$ cat src/rtl/alu_operand_stage_pkg.sv
// Shared definitions for the ALU operand-delivery stage: datapath widths,
// the logic-select encoding and the layout of one buffered operand entry.
package alu_operand_stage_pkg;

    localparam int BITS       = 32;
    localparam int REG_ADDR_W = 5;

    typedef enum logic [1:0] {
        LOGIC_XOR = 2'b00,
        LOGIC_OR  = 2'b01,
        LOGIC_AND = 2'b10
    } logic_sel_e;

    typedef struct packed {
        logic [BITS-1:0]       a;
        logic [BITS-1:0]       b;
        logic [REG_ADDR_W-1:0] rs1_addr;
        logic [REG_ADDR_W-1:0] rs2_addr;
        logic                  use_imm;
        logic_sel_e            sel;
        logic [REG_ADDR_W-1:0] rd;
    } operand_entry_t;

    // The unused select code 11 is folded onto AND so the logical unit
    // only ever sees one of its three defined operations.
    function automatic logic_sel_e norm_sel(input logic [1:0] s);
        return (s == 2'b11) ? LOGIC_AND : logic_sel_e'(s);
    endfunction

endpackage

$ cat src/rtl/alu_operand_stage_if.sv
// Decode-side and logical-unit-side handshake bus of the operand stage.
// slave: the stage itself; master: the decode/consumer environment.
interface alu_operand_stage_if;
    import alu_operand_stage_pkg::*;

    logic                  in_valid;
    logic                  in_ready;
    logic [REG_ADDR_W-1:0] in_rs1_addr;
    logic [REG_ADDR_W-1:0] in_rs2_addr;
    logic [BITS-1:0]       in_rs1_data;
    logic [BITS-1:0]       in_rs2_data;
    logic [BITS-1:0]       in_imm;
    logic                  in_use_imm;
    logic [1:0]            in_sel;
    logic [REG_ADDR_W-1:0] in_rd_addr;

    logic                  out_valid;
    logic                  out_ready;
    logic [BITS-1:0]       A;
    logic [BITS-1:0]       B;
    logic [1:0]            Sel;
    logic [REG_ADDR_W-1:0] out_rd_addr;

    modport slave (
        input  in_valid, in_rs1_addr, in_rs2_addr, in_rs1_data, in_rs2_data,
               in_imm, in_use_imm, in_sel, in_rd_addr, out_ready,
        output in_ready, out_valid, A, B, Sel, out_rd_addr
    );

    modport master (
        output in_valid, in_rs1_addr, in_rs2_addr, in_rs1_data, in_rs2_data,
               in_imm, in_use_imm, in_sel, in_rd_addr, out_ready,
        input  in_ready, out_valid, A, B, Sel, out_rd_addr
    );

endinterface

$ cat src/rtl/alu_operand_stage_operand_fwd_mux.sv
// Forwarding substitution for one operand entry: replaces A and/or B with
// the forwarded value when the forwarding destination matches a source
// index. Register 0 is hardwired and never matches; an immediate B is
// never replaced.
module operand_fwd_mux
    import alu_operand_stage_pkg::*;
(
    input  operand_entry_t        cur,
    input  logic                  fwd_valid,
    input  logic [REG_ADDR_W-1:0] fwd_rd_addr,
    input  logic [BITS-1:0]       fwd_data,
    output operand_entry_t        nxt
);

    // Match each source index against the forwarding bus and substitute.
    always_comb begin
        nxt = cur;
        if (fwd_valid && (fwd_rd_addr != '0)) begin
            if (fwd_rd_addr == cur.rs1_addr) begin
                nxt.a = fwd_data;
            end
            if (!cur.use_imm && (fwd_rd_addr == cur.rs2_addr)) begin
                nxt.b = fwd_data;
            end
        end
    end

endmodule

$ cat src/rtl/alu_operand_stage.sv
// Registered operand-delivery stage in front of the 32-bit logical unit.
// A main register drives the outputs; a skid register absorbs one entry
// under back-pressure so in_ready depends only on registered state.
// Build option: define ALU_FWD_SNOOP_EN to keep forwarding into entries
// while they are held; otherwise forwarding applies only at capture.
module alu_operand_stage
    import alu_operand_stage_pkg::*;
(
    input  logic                  clk,
    input  logic                  rst,
    input  logic                  flush,
    input  logic                  fwd_valid,
    input  logic [REG_ADDR_W-1:0] fwd_rd_addr,
    input  logic [BITS-1:0]       fwd_data,
    alu_operand_stage_if.slave    bus
);

`ifdef ALU_FWD_SNOOP_EN
    localparam logic SNOOP_EN = 1'b1;
`else
    localparam logic SNOOP_EN = 1'b0;
`endif

    operand_entry_t cap_raw, cap_p0;
    operand_entry_t main_p1, main_fwd;
    operand_entry_t skid_p1, skid_fwd;
    logic           vld_p1, skid_vld_p1;
    logic           accept, drain, hold_fwd_valid;

    assign bus.in_ready    = !rst && !flush && !skid_vld_p1;
    assign accept          = bus.in_valid && bus.in_ready;
    assign drain           = vld_p1 && bus.out_ready;
    assign hold_fwd_valid  = fwd_valid & SNOOP_EN;

    // Assemble the incoming entry: B selects immediate or rs2 value.
    always_comb begin
        cap_raw.a        = bus.in_rs1_data;
        cap_raw.b        = bus.in_use_imm ? bus.in_imm : bus.in_rs2_data;
        cap_raw.rs1_addr = bus.in_rs1_addr;
        cap_raw.rs2_addr = bus.in_rs2_addr;
        cap_raw.use_imm  = bus.in_use_imm;
        cap_raw.sel      = norm_sel(bus.in_sel);
        cap_raw.rd       = bus.in_rd_addr;
    end

    operand_fwd_mux u_fwd_cap (
        .cur(cap_raw), .fwd_valid(fwd_valid), .fwd_rd_addr(fwd_rd_addr),
        .fwd_data(fwd_data), .nxt(cap_p0)
    );

    operand_fwd_mux u_fwd_main (
        .cur(main_p1), .fwd_valid(hold_fwd_valid), .fwd_rd_addr(fwd_rd_addr),
        .fwd_data(fwd_data), .nxt(main_fwd)
    );

    operand_fwd_mux u_fwd_skid (
        .cur(skid_p1), .fwd_valid(hold_fwd_valid), .fwd_rd_addr(fwd_rd_addr),
        .fwd_data(fwd_data), .nxt(skid_fwd)
    );

    // --- stage p0 -> p1 boundary ---
    // Occupancy of main and skid; accept while skid is full cannot happen.
    always_ff @(posedge clk) begin
        if (rst || flush) begin
            vld_p1      <= 1'b0;
            skid_vld_p1 <= 1'b0;
        end else if (drain) begin
            vld_p1      <= skid_vld_p1 || accept;
            skid_vld_p1 <= 1'b0;
        end else if (!vld_p1) begin
            vld_p1      <= accept;
        end else if (accept) begin
            skid_vld_p1 <= 1'b1;
        end
    end

    // Main entry: refill from skid first, else from capture, else hold.
    always_ff @(posedge clk) begin
        if (rst) begin
            main_p1 <= '0;
        end else if (drain && skid_vld_p1) begin
            main_p1 <= skid_fwd;
        end else if (accept && (!vld_p1 || drain)) begin
            main_p1 <= cap_p0;
        end else begin
            main_p1 <= main_fwd;
        end
    end

    // Skid entry: loaded only when main is full and not draining.
    always_ff @(posedge clk) begin
        if (accept && vld_p1 && !drain) begin
            skid_p1 <= cap_p0;
        end else begin
            skid_p1 <= skid_fwd;
        end
    end

    assign bus.out_valid   = vld_p1;
    assign bus.A           = main_p1.a;
    assign bus.B           = main_p1.b;
    assign bus.Sel         = main_p1.sel;
    assign bus.out_rd_addr = main_p1.rd;

endmodule

$ cat src/flat_wrapper.sv
// flat-port wrapper written by rule: the top's interface ports become plain ports
module alu_operand_stage_flat import alu_operand_stage_pkg::*;
  (clk, rst, flush, fwd_valid, fwd_rd_addr, fwd_data, bus_in_valid, bus_in_rs1_addr, bus_in_rs2_addr, bus_in_rs1_data, bus_in_rs2_data, bus_in_imm, bus_in_use_imm, bus_in_sel, bus_in_rd_addr, bus_out_ready, bus_in_ready, bus_out_valid, bus_A, bus_B, bus_Sel, bus_out_rd_addr);
  alu_operand_stage_if bus_i ();
  input  logic clk;
  input  logic rst;
  input  logic flush;
  input  logic fwd_valid;
  input  logic [REG_ADDR_W-1:0] fwd_rd_addr;
  input  logic [BITS-1:0] fwd_data;
  input wire logic [$bits(bus_i.in_valid)-1:0] bus_in_valid;
  input wire logic [$bits(bus_i.in_rs1_addr)-1:0] bus_in_rs1_addr;
  input wire logic [$bits(bus_i.in_rs2_addr)-1:0] bus_in_rs2_addr;
  input wire logic [$bits(bus_i.in_rs1_data)-1:0] bus_in_rs1_data;
  input wire logic [$bits(bus_i.in_rs2_data)-1:0] bus_in_rs2_data;
  input wire logic [$bits(bus_i.in_imm)-1:0] bus_in_imm;
  input wire logic [$bits(bus_i.in_use_imm)-1:0] bus_in_use_imm;
  input wire logic [$bits(bus_i.in_sel)-1:0] bus_in_sel;
  input wire logic [$bits(bus_i.in_rd_addr)-1:0] bus_in_rd_addr;
  input wire logic [$bits(bus_i.out_ready)-1:0] bus_out_ready;
  output wire logic [$bits(bus_i.in_ready)-1:0] bus_in_ready;
  output wire logic [$bits(bus_i.out_valid)-1:0] bus_out_valid;
  output wire logic [$bits(bus_i.A)-1:0] bus_A;
  output wire logic [$bits(bus_i.B)-1:0] bus_B;
  output wire logic [$bits(bus_i.Sel)-1:0] bus_Sel;
  output wire logic [$bits(bus_i.out_rd_addr)-1:0] bus_out_rd_addr;
  assign bus_i.in_valid = bus_in_valid;
  assign bus_i.in_rs1_addr = bus_in_rs1_addr;
  assign bus_i.in_rs2_addr = bus_in_rs2_addr;
  assign bus_i.in_rs1_data = bus_in_rs1_data;
  assign bus_i.in_rs2_data = bus_in_rs2_data;
  assign bus_i.in_imm = bus_in_imm;
  assign bus_i.in_use_imm = bus_in_use_imm;
  assign bus_i.in_sel = bus_in_sel;
  assign bus_i.in_rd_addr = bus_in_rd_addr;
  assign bus_i.out_ready = bus_out_ready;
  assign bus_in_ready = bus_i.in_ready;
  assign bus_out_valid = bus_i.out_valid;
  assign bus_A = bus_i.A;
  assign bus_B = bus_i.B;
  assign bus_Sel = bus_i.Sel;
  assign bus_out_rd_addr = bus_i.out_rd_addr;
  alu_operand_stage u_core (.clk(clk), .rst(rst), .flush(flush), .fwd_valid(fwd_valid), .fwd_rd_addr(fwd_rd_addr), .fwd_data(fwd_data), .bus(bus_i));
endmodule
$ cat config.mk
export PLATFORM = sky130hd
export DESIGN_NAME = alu_operand_stage_flat
export DESIGN_NICKNAME = d
export VERILOG_FILES = /design/src/rtl/alu_operand_stage_pkg.sv /design/src/rtl/alu_operand_stage_if.sv /design/src/rtl/alu_operand_stage_operand_fwd_mux.sv /design/src/rtl/alu_operand_stage.sv /design/src/flat_wrapper.sv
export SDC_FILE = /design/constraint.sdc
export NUM_CORES = 1
export LEC_CHECK = 0
export ABC_AREA = 1
export CORE_MARGIN = 4
export CORE_UTILIZATION = 48
export DETAILED_ROUTE_END_ITERATION = 8
export MAX_ROUTING_LAYER = met4
export PLACE_DENSITY = 0.81
export SYNTH_ARGS = -nofsm -noshare
export SYNTH_HDL_FRONTEND = slang
export SYNTH_SLANG_ARGS = --single-unit
export TNS_END_PERCENT = 1
$ cat constraint.sdc
create_clock -name clk -period 5.6 [get_ports clk]
set_input_delay 1.12 -clock clk [delete_from_list [all_inputs] [get_ports clk]]
set_output_delay 1.12 -clock clk [all_outputs]
set_load 0.05 [all_outputs]
==> results.py <==
metrics = {
    "synthesis": {
        "yosys-top-cells-area": "edfxtp_1 28%, dfxtp_1 19%, nand2_1 19%",
        "synthFlopType": "dfxtp_1",
        "synth_warnings": 0,
        "synth_common_cells": "384 x nand2_1, 144 x inv_1, 99 x nand3_1",
        "synth_edf_count": 71,
        "synth_top_area_share": 0.275,
        "synth_top_area_cell": "edfxtp_1",
        "syn-cell-area_um2": 7740,
        "async_flop_share": 0,
        "synth_seq_cells": 144,
        "syn_area_per_cell_um2": 7.27,
        "synth_fp_nets": 1222,
        "synth_cell_type_count": 25,
        "synthCells": 1065,
        "ys_seq_area_frac": 0.464,
        "synth.most_common_cell": "nand2_1",
    },
    "job": {
        "maxCapViolCount": 0,
    },
    "pwr": {
        "irDropWorstVdd_uv": 212,
        "cellLeakagePower_nw": 4.63,
        "p_per_area_nw_per_um2": 263,
    },
    "timing": {
        "rsz0062_at_grt": "no",
        "setup_tns_ns": 0,
        "maxSlewViolCount": 0,
        "hold_viol_final": 0,
        "post-route-period-util": 0.678,
        "clock.fmax_ghz": 0.264,
        "setup-violations-final": 0,
        "layout_min_cycle_time_ns": 3.80,
        "finClkSkew_ns": 0.0127,
        "tightest_slew_ns": 1.15,
        "relSlewSlack": 0.232,
    },
    "placement": {
        "post_dp_cell_area_um2": 10100,
        "dp_hpwl_um": 14700,
        "gp_congestion": 0.838,
        "port_buffers": 229,
    },
    "worst_hold_path": {
        "worstHoldPathType": "flop to flop",
        "whs_endpoint": "u_core.bus.Sel[1]",
        "worstHoldStart": "u_core.bus.Sel[1]",
        "hold_depth": 2,
    },
    "drt": {
        "drt-initial-drc-count": 517,
        "totalWireLength_um": 22600,
        "vias": 7391,
        "drcViolationCount": 0,
        "routedWlPerCell_um": 15.1,
        "ant_nets": 0,
        "firstDrtPassIters": 5,
        "vias_per_cell": 4.95,
    },
    "critical_path": {
        "critPathArrivalTime_ns": 2.68,
        "reg2reg_slack_ns": 3.24,
        "path_class": "input pin to output port",
        "regToRegEndpoint": "u_core.bus.Sel[0]",
        "required_ns": 4.48,
        "endpoint_kind": "output port",
        "cp_max_fo": 3,
        "reg2regPathDepth": 8,
        "start_kind": "input pin",
        "r2r-start": "u_core.bus.out_valid",
    },
    "status": {
        "status": "complete, no violations",
    },
    "finish": {
        "nets": 1422,
        "diodes": 0,
        "final_cell_area_um2": 10700,
        "fin_util": 0.677,
        "fill_cells": 1353,
        "area.growth.synth_to_final_pct": 38.4,
        "drive_above_1_share": 0.0696,
    },
    "global_routing": {
        "grtUsageTotal": 0.254,
        "grt-ovfl-total": 0,
        "grt_max_degree": 73,
        "grt_pass1_vias": 7296,
        "grt_pass1_wl_um": 35800,
        "grt_antenna_before_repair": 0,
    },
    "cts": {
        "clk_path_buf_depth": 2,
        "cts_htree_levels": 4,
        "post_cts_resized": 0,
        "cts_tree": "done",
        "clock-sinks": 144,
        "post_cts_buffers": 0,
        "insertion_delay_ns": 0.43,
        "clkTransAtPathRegs_ns": 0.06,
        "hold_buffers": 0,
        "cts_buffers": 17,
        "cts-root-buf": "clkbuf_16",
    },
    "die": {
        "fp-row-count": 46,
        "die_h_um": 135,
        "start_util": 0.489,
        "io_pins": 230,
        "dieArea_um2": 18200,
        "dieWidth_um": 135,
        "core_um2": 15800,
    },
}
## how the worst max path moves through the flow
stage	slack, ns	to	start
final	1.80	bus_in_ready	flush
after global routing	1.76	bus_in_ready	flush
after CTS	1.79	bus_in_ready	flush
after detailed placement	1.80	bus_in_ready	flush
after global placement	1.85	bus_in_ready	flush
after floorplan	0.67	u_core.skid_p1[0]	rst
## logic make-up after synthesis
group | count (synthesis) | synth area share
AND/OR/NAND/NOR | 601 | 0.347
buffers and inverters | 237 | 0.130
XOR/XNOR | 3 | 0.00339
flip-flops | 144 | 0.464
AO/OA/AOI/OAI | 80 | 0.0550
## cell usage in the layout (no fill, tap or decap), types with 8 or more instances in the layout
cell type / netlist / layout
a21oi_1: 64 / 64
a31oi_1: 8 / 8
and2_1: 64 / 64
buf_4: 2 / 11
clkbuf_16: 0 / 17
clkdlybuf4s50_1: 0 / 228
dfxtp_1: 73 / 73
edfxtp_1: 71 / 71
inv_1: 144 / 144
inv_2: 34 / 34
nand2_1: 384 / 384
nand3_1: 99 / 99
nand4_1: 32 / 32
nor2_1: 10 / 9
nor2_4: 6 / 9
## cell type report
cell class	instances	area (um^2)	area share
Multi-Input combinational cell	684	3160	0.295
Inverter	178	668	0.0624
Timing Repair Buffer	240	2370	0.221
Clock buffer	19	443	0.0413
Clock inverter	13	213	0.0199
Tap cell	216	270	0.0252
Sequential cell	144	3590	0.335
## power by group
part	switching (mW)	total (mW)	leakage, nW	internal (mW)
clock	0.452	1.26	0.309	0.804
combinational	0.235	0.425	3.09	0.190
sequential	0.00947	1.14	1.23	1.13
total	0.697	2.82	4.63	2.12
## metrics by stage
step | setup slack, ns | hold WS, ns | cells | power [mW]
5_1_grt | 1.76 | 0.526 | 1494 | 2.91
3_3_place_gp | 1.85 | 0.471 | 1462 | 1.57
3_5_place_dp | 1.80 | 0.492 | 1462 | 1.58
4_1_cts | 1.79 | 0.501 | 1494 | 2.82
2_1_floorplan | 0.673 | 0.514 | 1065 | 1.39
6_report | 1.80 | 0.493 | 1494 | 2.82
## registers in the layout, summed over array words and instances, names as in the netlist
name	flops
u_core.bus.Sel	2
u_core.bus.A	32
u_core.skid_vld_p1	1
u_core.bus.B	32
u_core.bus.out_rd_addr	5
u_core.skid_p1	71
u_core.bus.out_valid	1
## per-layer routing
| layer | up-vias | routed length (um) | global-route usage |
|---|---|---|---|
| li1 | 3715 | - | - |
| met1 | 3313 | 9070 | 0.306 |
| met2 | 325 | 11200 | 0.434 |
| met3 | 38 | 1880 | 0.0492 |
| met4 | 0 | 412 | 0.0784 |
| met5 | - | 0 | - |
## critical path, stage by stage
cell and delay, ns:
clkdlybuf4s50_1 0.44, nor2_4 0.14, inv_1 0.06, nor2_1 0.09
clkdlybuf4s50_1 0.81
Note: power is estimated with default switching activity, not from simulation.
